===== config.mk =====
export PLATFORM = sky130hd
export DESIGN_NAME = lab2_serial_adder
export DESIGN_NICKNAME = d
export VERILOG_FILES = /design/src/rtl/lab2_serial_adder.sv
export SDC_FILE = /design/constraint.sdc
export NUM_CORES = 1
export LEC_CHECK = 0
export CORE_MARGIN = 2
export CORE_UTILIZATION = 35
export DETAILED_ROUTE_END_ITERATION = 10
export PLACE_DENSITY = 0.55
export SLEW_MARGIN = 0
export SYNTH_ARGS = -nofsm -noshare
export SYNTH_HDL_FRONTEND = slang
export SYNTH_SLANG_ARGS = --single-unit

===== constraint.sdc =====
create_clock -name clk -period 1.4 [get_ports clk]
set_input_delay 0.14 -clock clk [delete_from_list [all_inputs] [get_ports clk]]
set_output_delay 0.14 -clock clk [all_outputs]
set_load 0.05 [all_outputs]

===== src/rtl/lab2_serial_adder.sv =====
// lab2_serial_adder: bit-serial LSB-first adder with one full-add cell, start/busy/done handshake
// Ports: clk/rst (sync, active high); start,a,b in; busy (RUN), done (1-cycle pulse), sum, cout, ovf out.
module lab2_serial_adder #(
  parameter int WIDTH = 8
) (
  input  logic             clk,
  input  logic             rst,
  input  logic             start,
  input  logic [WIDTH-1:0] a,
  input  logic [WIDTH-1:0] b,
  output logic             busy,
  output logic             done,
  output logic [WIDTH-1:0] sum,
  output logic             cout,
  output logic             ovf
);
  localparam int CW = $clog2(WIDTH);
  localparam logic [CW-1:0] LAST = CW'(WIDTH - 1);
  typedef enum logic [1:0] {IDLE, RUN, DONE} state_t;
  state_t           r_state;
  logic [WIDTH-1:0] r_a_sh, r_b_sh, r_s_sh, r_sum;
  logic [CW-1:0]    r_cnt;
  logic             r_c, r_cout, r_cin_msb, r_busy, r_done;
  logic             w_s, w_c;
  assign w_s  = r_a_sh[0] ^ r_b_sh[0] ^ r_c;
  assign w_c  = (r_a_sh[0] & r_b_sh[0]) | (r_c & (r_a_sh[0] ^ r_b_sh[0]));
  assign busy = r_busy;
  assign done = r_done;
  assign sum  = r_sum;
  assign cout = r_cout;
  // signed overflow: carry into the MSB differs from carry out of it
  assign ovf  = r_cout ^ r_cin_msb;
  always_ff @(posedge clk) begin
    if (rst) begin
      r_state   <= IDLE;
      r_busy    <= 1'b0;
      r_done    <= 1'b0;
      r_sum     <= '0;
      r_cout    <= 1'b0;
      r_cin_msb <= 1'b0;
      r_c       <= 1'b0;
      r_cnt     <= '0;
      r_a_sh    <= '0;
      r_b_sh    <= '0;
      r_s_sh    <= '0;
    end else begin
      case (r_state)
        IDLE: if (start) begin
          r_a_sh  <= a;
          r_b_sh  <= b;
          r_c     <= 1'b0;
          r_cnt   <= '0;
          r_state <= RUN;
          r_busy  <= 1'b1;
        end
        RUN: begin
          r_a_sh <= r_a_sh >> 1;
          r_b_sh <= r_b_sh >> 1;
          r_s_sh <= {w_s, r_s_sh[WIDTH-1:1]};
          r_c    <= w_c;
          r_cnt  <= r_cnt + CW'(1);
          if (r_cnt == LAST) begin
            r_cin_msb <= r_c;
            r_sum     <= {w_s, r_s_sh[WIDTH-1:1]};
            r_cout    <= w_c;
            r_state   <= DONE;
            r_busy    <= 1'b0;
            r_done    <= 1'b1;
          end
        end
        default: begin
          r_state <= IDLE;
          r_done  <= 1'b0;
        end
      endcase
    end
  end
endmodule


* Word-level counts from Yosys, hierarchy flattened
Cells that the tools add are included.
** Word-level totals
- Register bits after elaboration :: 42
- Latch bits :: 0
- RAM bits :: 0
- ROM bits :: 0
- Input port bits :: 19
- Output and inout bits :: 12
- Logic and storage cells :: 46
- Memories kept :: 0
** Operators by class
- Add/sub/neg operators :: 1
- Multipliers :: 0
- Div/mod/pow operators :: 0
- Magnitude comparators :: 0
- Eq/ne operators :: 4
- Shift-type cells :: 0
- Multiplexer cells :: 16
- Bitwise operators :: 7
- Reduce and logical (&&, ||, !) cells :: 7
** Operators with widths (count)
- case mux 8 bit (2 select lines) :: 2
- 2-to-1 mux 8 bit :: 2
- AND reduction 2 bit :: 4
- case mux 1 bit (2 select lines) :: 3
- case mux 3 bit (2 select lines) :: 1
- 2-to-1 mux 1 bit :: 4
- 2-to-1 mux 2 bit :: 2
- inequality test 2 bit (second input constant) :: 2
- case mux 2 bit (2 select lines) :: 1
- adder 3 x 1 -> 3 bit (second input constant) :: 1
- equality test 3 bit (second input constant) :: 1
- 2-to-1 mux 3 bit :: 1
- AND reduction 3 bit :: 1
- XOR 1 bit :: 3
- bitwise AND 1 bit :: 2
- equality test 2 x 1 -> 1 bit (second input constant) :: 1
- zero test 2 bit :: 1
- nonzero test 2 bit :: 1
- inverter 1 bit :: 1
- OR 1 bit :: 1

* Logic depth before layout (Yosys ltp)
- Depth after elaboration :: 4
- Gate-level depth with buffers :: 6
- Depth with buffers taken out :: 5

* Worst setup path after synthesis
No wires, ideal clock.
- Path type :: register -> output
- Start :: register r_cout, in the netlist cout
- End :: output port ovf
- Arrival :: 1.451 ns
- Data required time :: 1.260 ns
- Slack :: -0.191 ns
- Cell stages (with the launch flop) :: 2
- Path buffers :: 0
- Cell sequence :: dfxtp_1 -> xor2_1
** On the way
- Longest elaborated chain between the ends :: 1
** Ends and longest elaborated chain
- start: declaration :: RTL line 23 : logic r_c, r_cout, r_cin_msb, r_busy, r_done;
- start signal: assignment :: RTL line 65 : r_cout <= w_c;
- XOR 1 bit :: RTL line 32 : assign ovf = r_cout ^ r_cin_msb;
- end: declaration :: RTL line 15 : output logic ovf
Every way passes these cells.

* Worst setup path in the final report
- Start :: register r_cnt[1]
- End :: register r_busy, in the netlist busy
** On the way
- Longest elaborated chain between the ends :: 3
** Ends and longest elaborated chain
- start: declaration :: RTL line 22 : logic [CW-1:0] r_cnt;
- start signal: assignment :: RTL line 61 : r_cnt <= r_cnt + CW'(1);
- equality test 3 bit :: RTL line 62 : if (r_cnt == LAST) begin
- inequality test 2 bit (no line)
- AND reduction 3 bit (no line)
- end signal: assignment :: RTL line 36 : r_busy <= 1'b0;
- end signal: assignment :: RTL line 54 : r_busy <= 1'b1;
- end signal: assignment :: RTL line 67 : r_busy <= 1'b0;
- end: declaration :: RTL line 23
Every way passes these cells.
A chain may end at the register's enable or synchronous reset.

==> run_results.csv <==
group,metric,value,unit
placement,gp_congestion,0.713,
cts,cts.clk_slew.worst_paths,0.07,ns
critical_path,criticalPathCategory,"reg2reg",
finish,nets_finish,242,
global_routing,maximum_number_of_pins_on_one_net_before_global_route_repair,42,
sta,finalHoldWorstSlack,0.457,ns
power_and_ir_drop,power.share.sequential,53.8,%
cts,htreeDepth,2,
finish,synthToLayoutAreaGrowth,35.7,%
global_routing,grt_pass1_vias,1254,
drt,drt_pre_antenna_iters,4,
synth,postSynthRegisterBits,41,
finish,utilization,49.0,%
global_routing,grtUsageTotal,13.5,%
drt,drt_first_iter_violations,88,
cts,tritoncts.num_buffers,5,
run_status,status,"completed",
synth,netlist-cell-type-count,27,
finish,final_layout_size_suffix_gt1_share,20.5,%
die,placementRows,25,
synth,synth_seq_area_share,48.4,%
job,maxCapViolations,0,
finish,final_area,0.00230,mm²
cts,ctsRootBufferMaster,"clkbuf_8",
synth,yosysWarningCount,0,
global_routing,gr-total-overflow,0,
die,floorplan.die_area,0.00541,mm²
critical_path,crit_path_cell_trace,"ha_4, ha_4, nand3b_1, buf_4, o21ai_0, nor3_1",
die,core_ar,0.00469,mm²
cts,clock_insertion_delay_worst_skew,0.28,ns
global_routing,grt_pass1_wl,5580,µm
power_and_ir_drop,power.share.switching,23.6,%
critical_path,cp.arrival,1.47,ns
cts,postCtsHoldBufs,0,
die,start_util,36.1,%
power_and_ir_drop,power_per_cell_area,1020,mW/mm²
sta,period_needed,1.26,ns
placement,post_dp_cell_area,0.00215,mm²
sta,timing.max_slew.rel_slack,80.3,%
sta,hold_viol,0,
die,die-width,73.6,µm
synth,synth_top_area_share,48.4,%
power_and_ir_drop,vdd_ir_drop_max,0.660,mV
sta,period_utilization_post_route,90.0,%
drt,antenna_violating_nets_post_route,0,
power_and_ir_drop,design_power_total,2340,µW
drt,detail_route.drc_violations,0,
synth,synth_edf_count,0,
synth,ys_dominant_reg_cell,"dfxtp_1",
die,io-pin-count,31,
synth,synth_top_cell_by_area,"dfxtp_1",
critical_path,r2r_slack,0.14,ns
synth,postSynthNetCount,205,
placement,dp.final_hpwl,2360,µm
synth,netlist_instances,183,
power_and_ir_drop,power_frac_comb,14.0,%
critical_path,timing.critical_path.to_type,"flip-flop",
power_and_ir_drop,power_report.internal_total,1790,µW
sta,fin_worst_skew,0.00555,ns
cts,cts_tree,"yes",
power_and_ir_drop,cellLeakagePower,0.000863,µW
drt,detail_route.wl_per_cell,12.4,µm
critical_path,critical_path_required,1.61,ns
global_routing,number_of_antenna_violations_at_the_first_check_in_global_routing,0,
finish,antennaDiodeCount,0,
critical_path,worst_setup_path_start_kind,"flip-flop",
critical_path,critical_path_peak_fanout,4,
critical_path,crit_path_top_delay_cell,"dfxtp_2",
critical_path,cpMostUsedCell,"ha_4",
sta,slew_violations,0,
sta,setup_viol,0,
synth,post_synth_main_area_contributors,"dfxtp_1 (48%), mux2i_1 (8.9%), nand2_1 (7.5%)",
synth,synth.cell_area,0.00169,mm²
critical_path,slowest_delay,0.34,ns
synth,post_synth.cell_area_avg,9.26,µm²
worst_hold_path,worstHoldPathType,"reg2reg",
die,fp.dieH,73.6,µm
cts,cts.sinks,41,
drt,total_wirelength,3410,µm
sta,setup_total_negative_slack,0,ns
drt,vias,1340,
sta,timing_worst_slew_pin_value,0.295,ns
drt,viasPerCell,4.89,
synth,async_flop_share,0,%
synth,most_frequent_cell_after_synthesis,"dfxtp_1",
cts,clock_path_buffers,2,
synth,yosys-top-cells-count,"dfxtp_1 (41), nand2_1 (34), nor2_1 (22)",
power_and_ir_drop,part_of_the_power_in_the_clock_network,32.2,%
sta,max_freq,0.793,GHz
power_and_ir_drop,p_sw,550,µW
placement,port_buffers,30,
placed cells by master, fill, tap and decap left out, types with 2 or more instances in the layout:
cell type / count
nand2_1: 34
buf_4: 14
nor3_1: 3
a211oi_1: 8
buf_6: 2
mux2i_1: 15
clkbuf_8: 6
ha_4: 2
a21oi_1: 20
dfxtp_2: 2
clkdlybuf4s50_1: 18
a211oi_2: 6
dfxtp_1: 39
buf_12: 10
nor2b_1: 3
nor2_1: 22
o21ai_0: 2
a22oi_1: 3
through the flow:
step                cells  setup slack, ns
CTS                   271           0.0580
floorplan             183           0.0647
global route          274        -0.000460
finish                274            0.140
detailed placement    264         -0.00907
global placement      264           0.0297
cells by family after synthesis:
group / count (synthesis) / share of synthesized area, %
DFF: 41 / 48.4
xor gates and xnor gates: 1 / 0.517
adders and majority gates: 3 / 2.66
muxes: 15 / 8.86
buffers and inverters: 15 / 5.76
and+or+nand+nor: 66 / 16.0
AOI/OAI and AO/OA: 42 / 17.7
critical path, delay by kind of cell (launching register included):
kind	cells	cell delay (ns)
DFF	1	0.34
and+or+nand+nor	2	0.31
buffers and inverters	1	0.15
AOI/OAI and AO/OA	1	0.07
adders and majority gates	2	0.32
cell type report:
cell class                 count  area, µm²
multi-input combinational    127        810
sequential                    41        823
inverter                       1       3.75
fill                         443       2390
timing repair buffer          44        508
clock buffer                   7       86.3
tap                           54       67.6
power by group through the flow:
stage	sequential, µW	clock (µW)	combinational [µW]
2_1_floorplan	1280	0	198
3_3_place_gp	1280	0	316
3_5_place_dp	1280	0	324
4_1_cts	1260	793	325
5_1_grt	1260	837	357
6_report	1260	753	326
registers in the layout, indices dropped and copies added (netlist names):
| signal | flops |
|---|---|
| r_a_sh | 8 |
| r_c | 1 |
| busy | 1 |
| r_cnt | 3 |
| done | 1 |
| cout | 1 |
| r_state | 2 |
| r_cin_msb | 1 |
| r_s_sh | 7 |
| sum | 8 |
| r_b_sh | 8 |
final timing paths:
path | from | endpoint | cells after the start
hold / removal | r_s_sh[1]$_SDFFE_PP0N_ | sum[0]$_SDFFE_PP0P_ | 2
hold reg to reg | r_s_sh[1]$_SDFFE_PP0N_ | sum[0]$_SDFFE_PP0P_ | 2
setup / recovery | r_cnt[1]$_SDFFE_PP0P_ | busy$_SDFFE_PP0P_ | 6
setup reg to reg | r_cnt[1]$_SDFFE_PP0P_ | busy$_SDFFE_PP0P_ | 6
routing by layer:
metal	part of all wire, %	wire (µm)	track usage [%]	vias to the layer above
met5	0	0	0	-
met3	3.8	128	4.25	2
li1	-	-	-	696
met2	48	1630	21.2	28
met4	1.0	34	6.06	0
met1	47	1610	17.0	614
timing repair:
action                                  CTS  global route
cloned                                    0             1
hold endpoints to repair                  0             0
buffers inserted                          0             2
endpoints found under the setup margin    9             9
pin swaps                                 0             1
gates resized for setup                   1             9
Note: power is estimated with default switching activity, not from simulation.
